### src/rtl/gray_position_tracker_pkg.sv
// -----------------------------------------------------------------------------
// gray_position_tracker_pkg
//   Shared definitions for the 2-bit Gray position tracker:
//     - state_e      : tracker FSM state encoding
//     - step_kind_e  : classification of the binary difference between the new
//                      sample and the previous one (modulo 4)
//     - gray2bin     : 2-bit Gray-to-binary mapping (00=0, 01=1, 11=2, 10=3)
// -----------------------------------------------------------------------------
package gray_position_tracker_pkg;

    typedef enum logic [1:0] {
        ST_INIT  = 2'b00,
        ST_TRACK = 2'b01,
        ST_FAULT = 2'b10
    } state_e;

    // Encoded so the value equals (new_bin - prev_bin) mod 4; a cast from the
    // raw difference gives the step kind directly.
    typedef enum logic [1:0] {
        STEP_NONE    = 2'd0,
        STEP_UP      = 2'd1,
        STEP_ILLEGAL = 2'd2,
        STEP_DOWN    = 2'd3
    } step_kind_e;

    function automatic logic [1:0] gray2bin(input logic [1:0] gray);
        return {gray[1], gray[1] ^ gray[0]};
    endfunction

endpackage

### src/rtl/gray_position_tracker_gray2bin_2bit.sv
// -----------------------------------------------------------------------------
// gray2bin_2bit
//   Purely combinational 2-bit Gray-to-binary converter.
//   Ports:
//     gray_i  [1:0]  Gray-coded input
//     bin_o   [1:0]  binary equivalent (00=0, 01=1, 11=2, 10=3)
// -----------------------------------------------------------------------------
module gray2bin_2bit
    import gray_position_tracker_pkg::*;
(
    input  logic [1:0] gray_i,
    output logic [1:0] bin_o
);

    assign bin_o = gray2bin(gray_i);

endmodule

### src/rtl/gray_position_tracker.sv
// -----------------------------------------------------------------------------
// gray_position_tracker
//   Follows a 2-bit Gray counter and accumulates an up/down position. Each
//   qualified sample is compared against the previously accepted sample:
//   +1 in Gray order steps up, -1 steps down, no change is ignored, and a jump
//   of two (both bits flipped) is illegal and parks the block in FAULT until
//   clr_err is pulsed. All outputs are registered.
//   Ports:
//     clk      clock, rising edge
//     rst      asynchronous reset, active low
//     en       sample qualifier for gray_in
//     gray_in  [1:0]        Gray sample from upstream counter
//     clr_err  leave FAULT (ignored in other states)
//     bin_out  [1:0]        binary value of last accepted sample
//     pos      [POS_W-1:0]  position accumulator, wraps modulo 2^POS_W
//     dir      direction of last step (1=up, 0=down)
//     step     one-cycle pulse per accepted step
//     err      high while in FAULT
// -----------------------------------------------------------------------------
module gray_position_tracker
    import gray_position_tracker_pkg::*;
#(
    parameter int unsigned POS_W = 8
) (
    input  logic             clk,
    input  logic             rst,
    input  logic             en,
    input  logic [1:0]       gray_in,
    input  logic             clr_err,
    output logic [1:0]       bin_out,
    output logic [POS_W-1:0] pos,
    output logic             dir,
    output logic             step,
    output logic             err
);

    state_e           state_q, state_d;
    logic [1:0]       prev_q,  prev_d;
    logic [1:0]       bin_q,   bin_d;
    logic [POS_W-1:0] pos_q,   pos_d;
    logic             dir_q,   dir_d;
    logic             step_q,  step_d;
    logic             err_q,   err_d;

    logic [1:0]  sample_bin;
    logic [1:0]  prev_bin;
    step_kind_e  step_kind;

    gray2bin_2bit u_gray2bin (
        .gray_i (gray_in),
        .bin_o  (sample_bin)
    );

    assign prev_bin  = gray2bin(prev_q);
    assign step_kind = step_kind_e'(sample_bin - prev_bin);

    // NOTE: every signal written here gets a default first, so no path through
    // the case statements can leave a value unassigned and infer a latch.
    always_comb begin
        state_d = state_q;
        prev_d  = prev_q;
        bin_d   = bin_q;
        pos_d   = pos_q;
        dir_d   = dir_q;
        step_d  = 1'b0;

        unique case (state_q)
            ST_INIT: begin
                if (en) begin
                    prev_d  = gray_in;
                    bin_d   = sample_bin;
                    state_d = ST_TRACK;
                end
            end

            ST_TRACK: begin
                if (en) begin
                    unique case (step_kind)
                        STEP_NONE: ;
                        STEP_UP: begin
                            pos_d  = pos_q + POS_W'(1);
                            dir_d  = 1'b1;
                            step_d = 1'b1;
                            prev_d = gray_in;
                            bin_d  = sample_bin;
                        end
                        STEP_DOWN: begin
                            pos_d  = pos_q - POS_W'(1);
                            dir_d  = 1'b0;
                            step_d = 1'b1;
                            prev_d = gray_in;
                            bin_d  = sample_bin;
                        end
                        STEP_ILLEGAL: state_d = ST_FAULT;
                        default: ;
                    endcase
                end
            end

            ST_FAULT: begin
                // Samples are dropped here even when clr_err and en coincide;
                // INIT re-captures a fresh reference on the next qualified sample.
                if (clr_err) begin
                    state_d = ST_INIT;
                end
            end

            default: state_d = ST_INIT;
        endcase

        // err is registered from the next state so it rises with FAULT entry.
        err_d = (state_d == ST_FAULT);
    end

    // NOTE: sequential state uses non-blocking assignments so every register
    // samples the pre-edge values, independent of statement order.
    always_ff @(posedge clk or negedge rst) begin
        if (!rst) begin
            state_q <= ST_INIT;
            prev_q  <= 2'b00;
            bin_q   <= 2'b00;
            pos_q   <= '0;
            dir_q   <= 1'b1;
            step_q  <= 1'b0;
            err_q   <= 1'b0;
        end else begin
            state_q <= state_d;
            prev_q  <= prev_d;
            bin_q   <= bin_d;
            pos_q   <= pos_d;
            dir_q   <= dir_d;
            step_q  <= step_d;
            err_q   <= err_d;
        end
    end

    assign bin_out = bin_q;
    assign pos     = pos_q;
    assign dir     = dir_q;
    assign step    = step_q;
    assign err     = err_q;

endmodule

### config.mk
export PLATFORM = sky130hd
export DESIGN_NAME = gray_position_tracker
export DESIGN_NICKNAME = d
export VERILOG_FILES = /design/src/rtl/gray_position_tracker_pkg.sv /design/src/rtl/gray_position_tracker_gray2bin_2bit.sv /design/src/rtl/gray_position_tracker.sv
export SDC_FILE = /design/constraint.sdc
export NUM_CORES = 1
export LEC_CHECK = 0
export BUFFER_PORTS_ARGS = -buffer_cell sky130_fd_sc_hd__buf_2
export CORE_MARGIN = 4
export CORE_UTILIZATION = 46
export CTS_CLUSTER_DIAMETER = 150
export DETAILED_ROUTE_END_ITERATION = 6
export PLACE_DENSITY = 0.69
export SLEW_MARGIN = 30
export SYNTH_ARGS = -nofsm -noshare
export SYNTH_HDL_FRONTEND = slang
export SYNTH_SLANG_ARGS = --single-unit
export TNS_END_PERCENT = 30
### constraint.sdc
create_clock -name clk -period 6.13 [get_ports clk]
set_clock_uncertainty 0.1 [all_clocks]
set_input_delay 0.9195 -clock clk [delete_from_list [all_inputs] [get_ports clk]]
set_output_delay 0.9195 -clock clk [all_outputs]
set_load 0.01 [all_outputs]
==> results of run 1 <==
per-layer routing:
layer / global-route usage, % / vias up
met2: 17.8 / 11
met4: 7.86 / 0
met1: 17.4 / 282
met5: 0 / -
li1: - / 307
met3: 2.29 / 2
metrics by stage:
stage               std cells  worst slack (ns)
global placement          116              3.09
CTS                       120              3.30
finish                    120              3.31
global route              120              3.16
detailed placement        116              3.01
floorplan                  77              3.39
flip-flops by register name, summed over array words and instances, names as in the netlist:
signal	cells
dir	1
step	1
err	1
state_q	2
pos	8
prev_q	2
bin_out	1
power by group through the flow:
stage	Combinational [mW]	Sequential (mW)	Clock [mW]
after floorplan	0.256	0.220	0
after global placement	0.318	0.212	0
after CTS	0.322	0.211	0.0717
after detailed placement	0.321	0.213	0
final	0.317	0.211	0.0693
after global routing	0.353	0.221	0.0784
cell type report:
cell class	instances	share of cell area, %
multi-input combinational	57	43.8
sequential	16	40.3
timing repair buffer	18	9.05
clock buffer	4	3.64
tap	25	3.14
cell families after synthesis:
group,Yosys count
AOI/OAI and AO/OA,5
buffers and inverters,4
adders and majority gates,2
and+or+nand+nor,30
DFF,16
xor gates and xnor gates,11
muxes,9
worst max-delay path, stage by stage:
cell	delay, ns
buf_2	0.12
xnor2_1	0.22
ha_1	0.19
xnor3_2	0.30
nor2_8	0.19
xor2_1	0.10
ha_1	0.23
nor2_1	0.18
nand3_1	0.10
mux2i_1	0.20
xor2_1	0.17
final timing paths:
kind | startpoint | endpoint | slack, ns | cells after the start
min in group asynchronous | rst | pos[7] | 0.43 | 1
max in group asynchronous | rst | dir | 5.20 | 1
hold / removal | pos[7] | pos[7] | 0.37 | 1
setup / recovery | gray_in[1] | pos[4] | 3.31 | 11
setup reg to reg | prev_q[1] | pos[4] | 3.73 | 10
hold reg to reg | pos[7] | pos[7] | 0.37 | 1
synth_stat cells:
cell	n	share of area (%)
a21oi_1	1	0.57
o21ai_0	3	1.7
buf_1	1	0.43
xor2_1	9	9.0
and4bb_1	1	1.4
xnor3_2	1	2.7
nand2_1	6	2.6
mux2_2	3	3.9
a211oi_1	1	0.86
mux2i_1	6	6.9
nor2_1	7	3.0
dfrtp_1	15	43
nor4_1	1	0.71
nand3_1	5	2.9
and2_1	1	0.71
nand3b_1	2	1.7
buf_4	1	0.86
buf_6	1	1.3
nand4b_1	2	2.0
buf_8	1	1.7
ha_1	2	2.9
dfstp_2	1	3.0
and4_1	1	1.0
xnor2_1	1	1.0
nand4_1	2	1.4
nor2_8	1	2.3
and3_1	1	0.71
==> results.py, run 1 <==
metrics = {
    "status": {
        "status": "finished clean",
    },
    "route": {
        "wl_met1_um": 711,
        "drc": 0,
        "wl_per_cell_um": 11.8,
        "route.antenna.remaining_nets": 0,
        "routed-wl-met3_um": 77,
        "drt-total-wl_um": 1420,
        "routed.top_layer": "met4",
        "first_iter_violations": 4,
        "vias": 602,
        "drtPass1Iterations": 3,
        "routed_via_density": 5.02,
        "met2_length_um": 614,
    },
    "finish": {
        "final_area_um2": 996,
        "fin_nets": 104,
        "seqCellArea_um2": 402,
        "layout_common_cells": "buf_2, dfrtp_1, xor2_1, nor2_1",
        "layout-drive-gt1-share_pct": 29.5,
        "num-fill-cells": 182,
        "multi_input_area_um2": 437,
        "layout_commonest_cell": "buf_2",
        "syn_to_final_growth_pct": 13.7,
        "fin_util_pct": 56.5,
        "n_antenna_cell": 0,
    },
    "worst_setup_path": {
        "crit_path_end_kind": "register",
        "worstSetupPathType": "in2reg",
        "arrival_ns": 2.93,
        "required_ns": 6.24,
        "startpoint_type": "input pin",
        "crit_fanout": 8,
    },
    "sta": {
        "worst_hold_slack_ns": 0.367,
        "worstMarginPinSlew_ns": 0.549,
        "setup_viol": 0,
        "rsz0062_at_grt": "false",
        "fin_crit_ns": 2.82,
        "timing.setup.tns_ns": 0,
        "maxSlewViolCount": 0,
        "timing.final.crit_share_pct": 46.0,
        "max_freq_ghz": 0.355,
        "hold_violations": 0,
        "relSlewSlack_pct": 63.4,
    },
    "clock_network": {
        "clk_latency_ns": 0.28,
        "clockBufferDepth": 2,
        "cts_setup_buffers": 0,
        "hold_buffers": 0,
        "clkTransAtPathRegs_ns": 0.10,
        "root_buffer": "clkbuf_4",
        "cts_made_buffers": 3,
        "cts.sinks": 16,
        "cts_resized": 0,
        "htreeDepth": 1,
        "cts_tree": "yes",
    },
    "logic_synthesis": {
        "synthMuxAreaShare_pct": 10.7,
        "synth_fa_ha_area_share_pct": 2.86,
        "yosys.area_share.xor_xnor_pct": 12.7,
        "ys_warn_count": 0,
        "synth_nets": 85,
        "synth_seq_area_share_pct": 45.9,
        "synth_top_family_by_area": "simple AND/OR/NAND/NOR gates",
        "synth_area_per_cell_um2": 11.4,
        "synth_simple_gate_area_share_pct": 20.4,
        "ys_ff_latch": 16,
        "synth-compound-area-share_pct": 3.14,
        "syn_inst": 77,
        "synth_cell_types": 27,
        "synth_area_um2": 876,
    },
    "worst_hold_path": {
        "hold_class": "reg2reg",
    },
    "global_route": {
        "grt-ovfl-total": 0,
        "grt_max_degree": 18,
        "grt_pass1_vias": 583,
        "antenna_found_initial": 0,
        "grt_pass1_wl_um": 2480,
        "track_usage_pct": 12.5,
    },
    "run": {
        "drv_cap": 0,
    },
    "power": {
        "p_sw_uw": 257,
        "powerDensity_nw_per_um2": 600,
        "p_clk_share_pct": 11.6,
        "total_power_uw": 598,
        "internal_power_uw": 341,
        "p_comb_share_pct": 53.1,
        "switching_share_pct": 42.9,
        "p_leak_nw": 0.487,
        "pwr-share-seq_pct": 35.3,
        "peakVddDrop_uv": 307,
    },
    "die": {
        "die_h_um": 51.6,
        "ioPinCount": 19,
        "fp-row-count": 15,
        "dieArea_um2": 2670,
        "dieWidth_um": 51.6,
        "core_area_um2": 1760,
        "initial_core_util_pct": 49.6,
    },
    "placed_design": {
        "placed_area_um2": 960,
        "dp_hpwl_um": 1050,
        "place_congestion": 0.734,
        "port-buffer-count": 18,
    },
}
(Power assumes the default switching activity.)
==> run 2, diff against run 1 <==
--- a/config.mk
+++ b/config.mk
@@ -5,12 +5,13 @@
 export SDC_FILE = /design/constraint.sdc
 export NUM_CORES = 1
 export LEC_CHECK = 0
+export ABC_AREA = 1
 export BUFFER_PORTS_ARGS = -buffer_cell sky130_fd_sc_hd__buf_2
 export CORE_MARGIN = 4
 export CORE_UTILIZATION = 46
 export CTS_CLUSTER_DIAMETER = 150
 export DETAILED_ROUTE_END_ITERATION = 6
-export PLACE_DENSITY = 0.69
+export PLACE_DENSITY = 0.68
 export SLEW_MARGIN = 30
 export SYNTH_ARGS = -nofsm -noshare
 export SYNTH_HDL_FRONTEND = slang
==> constraint.sdc (replaced) <==
create_clock -name clk -period 2.9 [get_ports clk]
set_clock_uncertainty 0.1 [all_clocks]
set_input_delay 0.435 -clock clk [delete_from_list [all_inputs] [get_ports clk]]
set_output_delay 0.435 -clock clk [all_outputs]
set_load 0.01 [all_outputs]
==> run 2 against run 1 <==
Against the previous run: die area up 17%; first-iteration DRC count rose to 8.8 times the previous value; cell count up 57%; critical path type is now reg2reg; highest routed layer unchanged.
==> results.py, run 2 <==
metrics = {
    "clock_network": {
        "root_buffer": "clkbuf_4",
        "cts_resized": 0,
        "cts.sinks": 16,
        "htreeDepth": 1,
        "clockBufferDepth": 2,
        "cts_made_buffers": 3,
        "cts_tree": "yes",
        "clk_latency_ns": 0.30,
        "clkTransAtPathRegs_ns": 0.11,
    },
    "die": {
        "dieWidth_um": 55.9,
        "dieArea_um2": 3120,
        "initial_core_util_pct": 48.1,
        "core_area_um2": 2190,
        "fp-row-count": 17,
        "die_h_um": 55.9,
        "ioPinCount": 19,
    },
    "sta": {
        "setup_viol": 0,
        "hold_violations": 0,
        "worstMarginPinSlew_ns": 0.461,
        "rsz0062_at_grt": "false",
        "timing.final.crit_share_pct": 87.9,
        "relSlewSlack_pct": 68.9,
        "setup_ws_ns": 0.350,
        "timing.setup.tns_ns": 0,
        "maxSlewViolCount": 0,
        "fin_crit_ns": 2.55,
        "max_freq_ghz": 0.392,
    },
    "global_route": {
        "grt_pass1_wl_um": 3840,
        "grt_pass1_vias": 900,
        "track_usage_pct": 15.2,
        "grt-ovfl-total": 0,
        "antenna_found_initial": 0,
        "grt_max_degree": 17,
    },
    "logic_synthesis": {
        "synth_area_per_cell_um2": 7.64,
        "synth_cell_types": 28,
        "yosysTopAreaCellShare_pct": 35.6,
        "syn_inst": 138,
        "async_flop_share_pct": 100,
        "yosysTopAreaCell": "dfrtp_1",
        "synth_seq_area_share_pct": 38.1,
        "ys_ff_latch": 16,
        "synth_area_um2": 1050,
        "synth_ff_type": "dfrtp_1",
        "synth_common_cells": "nand2_1, inv_1, dfrtp_1, nand3_1, o21ai_0",
        "synth_nets": 146,
        "synth-edff-count": 0,
        "yosysMostFrequentCell": "nand2_1",
        "synth.area.top_cells": "dfrtp_1, nand2_1, inv_1",
        "ys_warn_count": 0,
    },
    "worst_hold_path": {
        "hold_depth": 2,
        "hold_class": "in2reg",
    },
    "finish": {
        "n_antenna_cell": 0,
        "layout_common_cells": "nand2_1, inv_1, buf_2, dfrtp_1, nand3_1",
        "num-fill-cells": 215,
        "layout-drive-gt1-share_pct": 23.8,
        "fin_util_pct": 55.3,
        "final_cells": 188,
        "layout_commonest_cell": "nand2_1",
        "syn_to_final_growth_pct": 14.8,
        "fin_nets": 169,
        "largest_register_ffs": 8,
    },
    "route": {
        "routed_via_density": 5.03,
        "drt-total-wl_um": 2210,
        "drtPass1Iterations": 4,
        "route.antenna.remaining_nets": 0,
        "wl_per_cell_um": 11.8,
        "vias": 945,
        "first_iter_violations": 35,
        "drc": 0,
    },
    "worst_setup_path": {
        "required_ns": 2.99,
        "crit_fanout": 8,
        "crit_path_end_kind": "register",
        "reg2reg_depth": 17,
        "startpoint_type": "register",
        "worstSetupPathType": "reg2reg",
        "arrival_ns": 2.64,
    },
    "placed_design": {
        "place_inst": 183,
        "dp_hpwl_um": 1620,
        "port-buffer-count": 18,
        "place_congestion": 0.884,
        "pre_cts_slack_ns": 0.149,
    },
    "run": {
        "drv_cap": 0,
    },
    "status": {
        "status": "finished clean",
    },
}
-- run 2: cell types whose count changed after synthesis, sizes merged, moves of 4 or more --
cell and change:
o21ai +7, nand4 +4, nand2 +39, xor2 -5, inv +23, nand3 +8
mux2i -6
-- run 2: cells by family after synthesis --
family          after synthesis  synth area share [%]
compound gates               17                  10.6
xor+xnor                      5                  4.15
fa+ha+maj                     2                  2.37
buf+inv                      25                  9.37
flops                        16                  38.1
mux                           1                  1.07
simple gates                 72                  34.4
-- run 2: cell type report --
cell class	count	area (um2)	area share, %
Clock buffer	4	26.3	2.17
Inverter	23	86.3	7.13
Multi-Input combinational cell	97	554	45.8
Sequential cell	16	402	33.2
Tap cell	28	35.0	2.89
Timing Repair Buffer	20	108	8.88
-- run 2: worst paths after layout --
check | slack, ns | to | start
worst max-delay path | 0.35 | pos[6] | prev_q[1]
worst min-delay path | 0.22 | err | clr_err
worst max register to register | 0.35 | pos[6] | prev_q[1]
worst min register to register | 0.40 | dir | dir
max in group asynchronous | 1.91 | dir | rst
min in group asynchronous | 0.47 | bin_out[0] | rst
-- run 2: routing by layer --
layer	routed length [um]	global-route usage, %
met3	112	3.25
met1	1030	21.0
met5	0	0
met4	30	4.07
met2	1030	24.2
-- run 2: critical path: stages (launching register included) --
cell     delay, ns
dfrtp_1       0.43
xor2_1        0.17
ha_1          0.32
inv_1         0.24
nand3_4       0.17
nand2_1       0.12
nand2_1       0.05
inv_1         0.05
ha_1          0.13
inv_1         0.05
nand2_1       0.07
nand3_1       0.11
nor2_2        0.13
nand2_1       0.08
nand2_1       0.06
nand2_1       0.04
nand3_1       0.06
nand2_1       0.05
-- run 2: through the flow --
step	hold WS, ns	area [um2]
2_1_floorplan	0.0394	1050
3_3_place_gp	0.272	1170
3_5_place_dp	0.276	1170
4_1_cts	0.221	1210
5_1_grt	0.231	1210
6_report	0.225	1210
-- run 2: what timing repair did --
item,4_1_cts,5_1_grt
endpoints found under the setup margin,0,0
hold buffers,1,0
setup buffers,0,0
hold endpoints to repair,15,0
Power of run 2 is left out: the tool's default activity adds up to more than one toggle a clock period on the data nets, which glitch-free logic cannot reach.
